### src/rtl/mul_div_unit_if.sv
// ---------------------------------------------------------------------------
// mul_div_unit_if
// Bundle between the EX stage (master) and the multiply/divide unit (slave).
//   start        issue pulse for MULT/MULTU/DIV/DIVU
//   op           0 = multiply, 1 = divide
//   Sign         1 = signed, 0 = unsigned
//   A, B         operands (rs, rt)
//   hi_we/lo_we  MTHI/MTLO write strobes, data on wdata
//   busy         operation in flight, EX must stall
//   done         one-cycle pulse after HI/LO take an operation result
//   hi, lo       architectural HI/LO registers
// ---------------------------------------------------------------------------
interface mul_div_unit_if #(
    parameter int WIDTH = 32
);
    logic             start;
    logic             op;
    logic             Sign;
    logic [WIDTH-1:0] A;
    logic [WIDTH-1:0] B;
    logic             hi_we;
    logic             lo_we;
    logic [WIDTH-1:0] wdata;
    logic             busy;
    logic             done;
    logic [WIDTH-1:0] hi;
    logic [WIDTH-1:0] lo;

    modport master (
        output start, op, Sign, A, B, hi_we, lo_we, wdata,
        input  busy, done, hi, lo
    );

    modport slave (
        input  start, op, Sign, A, B, hi_we, lo_we, wdata,
        output busy, done, hi, lo
    );
endinterface

### src/rtl/mul_div_unit.sv
// ---------------------------------------------------------------------------
// mul_div_unit
// Iterative radix-2 multiply/divide unit owning HI/LO. One operation takes
// WIDTH+2 cycles from the start edge to the done pulse.
// Ports:
//   clk    system clock, rising edge
//   reset  asynchronous, active-high, clears all state
//   bus    mul_div_unit_if.slave (start/op/Sign/A/B, MTHI/MTLO, busy/done/hi/lo)
//   abort  only when MDU_ABORT_EN is defined: flush of an in-flight operation
// Optional feature macro: MDU_ABORT_EN
// ---------------------------------------------------------------------------
module mul_div_unit #(
    parameter int               WIDTH   = 32,
    parameter logic [WIDTH-1:0] DIV0_LO = 32'hFFFFFFFF
) (
    input  logic           clk,
    input  logic           reset,
`ifdef MDU_ABORT_EN
    input  logic           abort,
`endif
    mul_div_unit_if.slave  bus
);
    localparam int CW = $clog2(WIDTH);

    typedef enum logic [1:0] {
        IDLE = 2'd0,
        CALC = 2'd1,
        SIGN = 2'd2
    } state_t;

    state_t           state;
    logic [CW-1:0]    count;
    logic             is_div;
    logic             q_neg;
    logic             r_neg;
    logic             b_zero;
    logic [WIDTH-1:0] upper;
    logic [WIDTH-1:0] lower;
    logic [WIDTH-1:0] opnd;
    logic [WIDTH-1:0] hi_r;
    logic [WIDTH-1:0] lo_r;
    logic             done_r;
    logic             abort_now;

    logic [WIDTH-1:0]   a_mag;
    logic [WIDTH-1:0]   b_mag;
    logic [WIDTH:0]     add_sum;
    logic [WIDTH:0]     mul_next;
    logic [WIDTH:0]     shifted;
    logic [WIDTH:0]     diff;
    logic [2*WIDTH-1:0] product;
    logic [2*WIDTH-1:0] prod_fix;
    logic [WIDTH-1:0]   quo_fix;
    logic [WIDTH-1:0]   rem_fix;

`ifdef MDU_ABORT_EN
    assign abort_now = abort;
`else
    assign abort_now = 1'b0;
`endif

    // Operand magnitudes; INT_MIN maps onto itself, which is the correct
    // unsigned magnitude 2^(WIDTH-1).
    assign a_mag = (bus.Sign && bus.A[WIDTH-1]) ? -bus.A : bus.A;
    assign b_mag = (bus.Sign && bus.B[WIDTH-1]) ? -bus.B : bus.B;

    // Multiply step: {upper,lower} is the accumulator, multiplier bits are
    // consumed from lower[0] while product bits shift in from the top.
    assign add_sum  = {1'b0, upper} + {1'b0, opnd};
    assign mul_next = lower[0] ? add_sum : {1'b0, upper};

    // Divide step: upper is the partial remainder, lower shifts dividend bits
    // out of its MSB and quotient bits into its LSB.
    assign shifted = {upper, lower[WIDTH-1]};
    assign diff    = shifted - {1'b0, opnd};

    // Sign correction. With a zero divisor every trial subtraction succeeds,
    // so the remainder ends up as |A| and the remainder sign fix restores A.
    assign product  = {upper, lower};
    assign prod_fix = q_neg ? -product : product;
    assign quo_fix  = q_neg ? -lower : lower;
    assign rem_fix  = r_neg ? -upper : upper;

    assign bus.busy = (state != IDLE);
    assign bus.done = done_r;
    assign bus.hi   = hi_r;
    assign bus.lo   = lo_r;

    // Control FSM and datapath: capture in IDLE, WIDTH iteration steps in
    // CALC, sign correction and HI/LO write in SIGN. MTHI/MTLO only land in
    // IDLE, so an operation result always wins over a concurrent write.
    always_ff @(posedge clk or posedge reset) begin
        if (reset) begin
            state  <= IDLE;
            count  <= '0;
            is_div <= 1'b0;
            q_neg  <= 1'b0;
            r_neg  <= 1'b0;
            b_zero <= 1'b0;
            upper  <= '0;
            lower  <= '0;
            opnd   <= '0;
            hi_r   <= '0;
            lo_r   <= '0;
            done_r <= 1'b0;
        end else begin
            done_r <= 1'b0;
            case (state)
                IDLE: begin
                    if (bus.hi_we) hi_r <= bus.wdata;
                    if (bus.lo_we) lo_r <= bus.wdata;
                    if (bus.start && !abort_now) begin
                        is_div <= bus.op;
                        q_neg  <= bus.Sign & (bus.A[WIDTH-1] ^ bus.B[WIDTH-1]);
                        r_neg  <= bus.Sign & bus.A[WIDTH-1];
                        b_zero <= (bus.B == '0);
                        upper  <= '0;
                        lower  <= a_mag;
                        opnd   <= b_mag;
                        count  <= '0;
                        state  <= CALC;
                    end
                end
                CALC: begin
                    if (abort_now) begin
                        state <= IDLE;
                    end else begin
                        if (is_div) begin
                            upper <= diff[WIDTH] ? shifted[WIDTH-1:0] : diff[WIDTH-1:0];
                            lower <= {lower[WIDTH-2:0], ~diff[WIDTH]};
                        end else begin
                            {upper, lower} <= {mul_next, lower[WIDTH-1:1]};
                        end
                        count <= count + 1'b1;
                        if (count == CW'(WIDTH - 1)) state <= SIGN;
                    end
                end
                SIGN: begin
                    if (!abort_now) begin
                        if (is_div) begin
                            lo_r <= b_zero ? DIV0_LO : quo_fix;
                            hi_r <= rem_fix;
                        end else begin
                            {hi_r, lo_r} <= prod_fix;
                        end
                        done_r <= 1'b1;
                    end
                    state <= IDLE;
                end
                default: state <= IDLE;
            endcase
        end
    end
endmodule

### src/flat_wrapper.sv
// flat-port wrapper written by rule: the top's interface ports become plain ports
module mul_div_unit_flat 
#(
    parameter int               WIDTH   = 32,
    parameter logic [WIDTH-1:0] DIV0_LO = 32'hFFFFFFFF
)
  (clk, reset, bus_start, bus_op, bus_Sign, bus_A, bus_B, bus_hi_we, bus_lo_we, bus_wdata, bus_busy, bus_done, bus_hi, bus_lo);
  mul_div_unit_if #(.WIDTH(WIDTH)) bus_i ();
  input  logic clk;
  input  logic reset;
  input wire logic [$bits(bus_i.start)-1:0] bus_start;
  input wire logic [$bits(bus_i.op)-1:0] bus_op;
  input wire logic [$bits(bus_i.Sign)-1:0] bus_Sign;
  input wire logic [$bits(bus_i.A)-1:0] bus_A;
  input wire logic [$bits(bus_i.B)-1:0] bus_B;
  input wire logic [$bits(bus_i.hi_we)-1:0] bus_hi_we;
  input wire logic [$bits(bus_i.lo_we)-1:0] bus_lo_we;
  input wire logic [$bits(bus_i.wdata)-1:0] bus_wdata;
  output wire logic [$bits(bus_i.busy)-1:0] bus_busy;
  output wire logic [$bits(bus_i.done)-1:0] bus_done;
  output wire logic [$bits(bus_i.hi)-1:0] bus_hi;
  output wire logic [$bits(bus_i.lo)-1:0] bus_lo;
  assign bus_i.start = bus_start;
  assign bus_i.op = bus_op;
  assign bus_i.Sign = bus_Sign;
  assign bus_i.A = bus_A;
  assign bus_i.B = bus_B;
  assign bus_i.hi_we = bus_hi_we;
  assign bus_i.lo_we = bus_lo_we;
  assign bus_i.wdata = bus_wdata;
  assign bus_busy = bus_i.busy;
  assign bus_done = bus_i.done;
  assign bus_hi = bus_i.hi;
  assign bus_lo = bus_i.lo;
  mul_div_unit #(.WIDTH(WIDTH), .DIV0_LO(DIV0_LO)) u_core (.clk(clk), .reset(reset), .bus(bus_i));
endmodule
### config.mk
export PLATFORM = sky130hd
export DESIGN_NAME = mul_div_unit_flat
export DESIGN_NICKNAME = d
export VERILOG_FILES = /design/src/rtl/mul_div_unit_if.sv /design/src/rtl/mul_div_unit.sv /design/src/flat_wrapper.sv
export SDC_FILE = /design/constraint.sdc
export NUM_CORES = 1
export LEC_CHECK = 0
export CAP_MARGIN = 20
export CELL_PAD_IN_SITES_DETAIL_PLACEMENT = 0
export CELL_PAD_IN_SITES_GLOBAL_PLACEMENT = 1
export CORE_MARGIN = 3
export CORE_UTILIZATION = 30
export DETAILED_ROUTE_END_ITERATION = 6
export PLACE_DENSITY_LB_ADDON = 0.1
export SYNTH_ARGS = -nofsm -noshare
export SYNTH_HDL_FRONTEND = slang
export SYNTH_SLANG_ARGS = --single-unit
### constraint.sdc
create_clock -name clk -period 9.1 [get_ports clk]
set_clock_uncertainty 0.05 [all_clocks]
set_input_delay 0.91 -clock clk [delete_from_list [all_inputs] [get_ports clk]]
set_output_delay 0.91 -clock clk [all_outputs]
set_load 0.05 [all_outputs]
==> results by group <==
Outcome
  – Status: completed

Place
  – Port bufs: about 170
  – DP Wirelength: 41,900 um
  – DP Worst Slack: 5.02 ns
  – GP Congestion: 0.863

Clocking
  – Clock Tree Root: clkbuf_16
  – Post-CTS setup buffers: 0
  – Deepest clock path buffer count: 2
  – Post-CTS Hold Fix Bufs: 0
  – CTS clock-pin slew for the worst setup and hold paths: 0.07 ns
  – H-tree depth: 4
  – CTS resizes: 0
  – Sink Count: 172
  – CTS tree: built
  – Worst skew pair latency: 0.47 ns
  – CTS buffer count: 17

Synthesis
  – Syn Inst Count: 1,816
  – Synth Flop Type: dfrtp_1
  – Post-synth EDFFs: 0
  – Mean Syn Cell Area: between 7 and 8 um^2
  – Post-synth top area share: between 20% and 30%
  – Seq/Total Area, Yosys: 30.0%
  – Mapped cell area: 14,300 um^2
  – Number of synthesis warnings: 0
  – Async SR Flop Fraction: 100%
  – Seq cells post-synth: approximately 170
  – Yosys top cell by area: dfrtp_1
  – Synth Net Count: 1,991
  – Synth unique cells: 75
  – Area contributors post-synth: dfrtp_1 (30%), o21ai_0 (7.7%), xnor2_1 (6.7%)

Routing
  – Drt initial violations: approximately 1.1k
  – Detailed Routing Iterations Pass 1: 5
  – Antenna-violating nets left: 0
  – DR WL/cell: 21.8 um
  – DRC viols: 0
  – Vias per cell: 5.50
  – Via count: 13.9k
  – Final Routed Wirelength: 55,000 um

Setup path
  – CP endpoint kind: register
  – Critical path startpoint category: register
  – Required @ worst endpoint: roughly 9.4 ns
  – Crit path kind: reg2reg
  – Reg2reg path depth: 12
  – Critical Path AT: ~4.4 ns
  – Crit Path Max Fanout: 20

Timing
  – RSZ-0062 raised after global routing: no
  – Final hold viol count: 0
  – Tcrit/Tclk final: 45.1%
  – Sum Neg Setup Slack: 0 ns
  – Worst Tran Pin Value: a little over 1 ns
  – Setup-failing EPs final: 0
  – Max-slew headroom at the worst pin: 32.5%
  – Crit path time final: 4.11 ns
  – Max-slew violation count: 0
  – Final worst setup slack: 4.99 ns
  – F_max: 244 MHz

Floorplanning
  – Die width: 225 um
  – Row count: 79
  – Core area: 46,900 um^2
  – DIE AREA: slightly above 50,000 um^2
  – Starting Density: 30.6%
  – Die Y: 225 um
  – I/O pin count: 169

Power
  – Comb power frac: 68.5%
  – Clock Power Share: 9.6%
  – Sw frac: a little over half
  – Share of power burned in registers: 21.9%
  – P per Cell Area: roughly 460 nW/um^2
  – Leak: 6.79 nW
  – Max rail drop VDD: 0.181 mV
  – Psw: 0.00420 W
  – Internal power: roughly 0.0036 W

Run
  – Max Cap Viol: 0

Global route
  – Vias in the first global route: roughly 14k
  – First-pass GRT wire length: 84,800 um
  – Antenna violations before repair: 0
  – All-Layer GR Usage: a little over a fifth
  – Largest net degree at the start of global routing: 84
  – Gr ovfl total: 0

Final layout
  – Net count, final: 2,081
  – Synthesis-to-finish area growth: 19.2%
  – Fill count: 4,977
  – Antenna diodes: 0
  – Core Util, Final: 36.5%
  – Layout cells sized above 1: approximately 4.5%

Hold path
  – Hold Path Stages: 2
  – Worst hold path class: reg2reg
-- cell usage after synthesis, drive strengths merged, types with 7 or more instances --
cell type and n:
and3 19, and2 9, or2 9, a211oi 26, or3 28, o22ai 40
or4 13, nor3b 7, a31oi 23, nand4 9, o21ai 228, nor2b 14
dfrtp 172, nor2 105, clkbuf 102, buf 15, a21oi 157, nand3 26
o211ai 36, o41ai 15, xnor2 110, a21o 31, ha 70, o31ai 25
xor2 51, o221ai 8, o21bai 7, inv 57, nor4 17, nand2b 16
o21a 7, nand2 201, mux2i 52, nor3 46
-- worst max-delay path, stage by stage, from the launching register on --
cell and delay, ns:
dfrtp_1 0.56, inv_1 0.14, fa_1 0.47, nand2b_1 0.19, a21oi_1 0.29, o2111ai_1 0.29, nand3_1 0.26, and3b_1 0.30
o31a_1 0.58, nor2_1 0.15, buf_4 0.29, a31oi_1 0.21, o221ai_1 0.13
-- through the flow --
| step | hold slack, ns | cells | total power [W] | instance area, um^2 |
|---|---|---|---|---|
| 2_1_floorplan | 0.394 | 1816 | 0.00535 | 14300 |
| 3_3_place_gp | 0.415 | 2494 | 0.00706 | 16500 |
| 3_5_place_dp | 0.419 | 2494 | 0.00703 | 16500 |
| 4_1_cts | 0.436 | 2526 | 0.00782 | 17100 |
| 5_1_grt | 0.451 | 2526 | 0.00844 | 17100 |
| 6_report | 0.432 | 2526 | 0.00779 | 17100 |
-- sequential cells by signal, summed over array words and instances (netlist names) --
register,flops
u_core.b_zero,1
u_core.bus.done,1
u_core.bus.hi,32
u_core.bus.lo,32
u_core.count,5
u_core.is_div,1
u_core.lower,32
u_core.opnd,32
u_core.q_neg,1
u_core.r_neg,1
u_core.state,2
u_core.upper,32
-- area by class of cell --
cell class | count | area (um^2) | share of cell area [%]
Multi-Input combinational cell | 1469 | 9410 | 55.0
Inverter | 58 | 223 | 1.30
Clock inverter | 13 | 129 | 0.754
Tap cell | 607 | 759 | 4.44
Clock buffer | 19 | 443 | 2.59
Timing Repair Buffer | 188 | 1830 | 10.7
Sequential cell | 172 | 4310 | 25.2
-- cells by family (layout without fill, tap and decap cells) --
| logic type | Yosys count | in the layout | synth area share (%) |
|---|---|---|---|
| AO/OA/AOI/OAI | 649 | 649 | 27.5 |
| XOR/XNOR | 161 | 161 | 9.83 |
| adder cells (fa/ha/maj) | 72 | 72 | 6.38 |
| buffers and inverters | 175 | 278 | 4.61 |
| flip-flops | 172 | 172 | 30.0 |
| multiplexers | 56 | 56 | 3.94 |
| AND/OR/NAND/NOR | 531 | 531 | 17.8 |
-- final timing paths --
path	slack [ns]	startpoint	to
setup / recovery	4.99	u_core.upper[0]	u_core.upper[3]
hold / removal	0.43	u_core.bus.lo[4]	u_core.bus.lo[4]
setup reg to reg	4.99	u_core.upper[0]	u_core.upper[3]
hold reg to reg	0.43	u_core.bus.lo[4]	u_core.bus.lo[4]
max in group asynchronous	6.82	reset	u_core.bus.lo[4]
min in group asynchronous	0.80	reset	u_core.opnd[3]
-- per-layer routing --
layer	global-route usage (%)	wire, um	up-vias
li1	-	-	6817
met1	31.1	26800	6739
met2	35.2	25500	293
met3	2.14	1740	50
met4	5.47	920	0
met5	0	0	-
-- power by group through the flow --
| stage | sequential [W] | clock, W | combinational [W] |
|---|---|---|---|
| after floorplan | 0.00189 | 0 | 0.00346 |
| after global placement | 0.00172 | 0 | 0.00534 |
| after detailed placement | 0.00172 | 0 | 0.00531 |
| after CTS | 0.00171 | 0.000770 | 0.00533 |
| after global routing | 0.00177 | 0.000800 | 0.00587 |
| final | 0.00171 | 0.000746 | 0.00533 |
-- layout by cell type (no fill, tap or decap), types with 17 or more instances in the layout --
master,instances
and3_1,19
o21ai_0,221
nor2_1,103
xor2_1,51
a211oi_1,26
o211ai_1,36
nor3_1,46
inv_1,55
clkdlybuf4s50_1,168
or3_1,28
a31oi_1,23
xnor2_1,110
buf_4,20
a21oi_1,156
clkbuf_16,17
ha_1,70
dfrtp_1,171
o22ai_1,40
mux2i_1,52
nand2_1,200
nand3_1,26
o31ai_1,24
a21o_1,31
(Power assumes the default switching activity.)
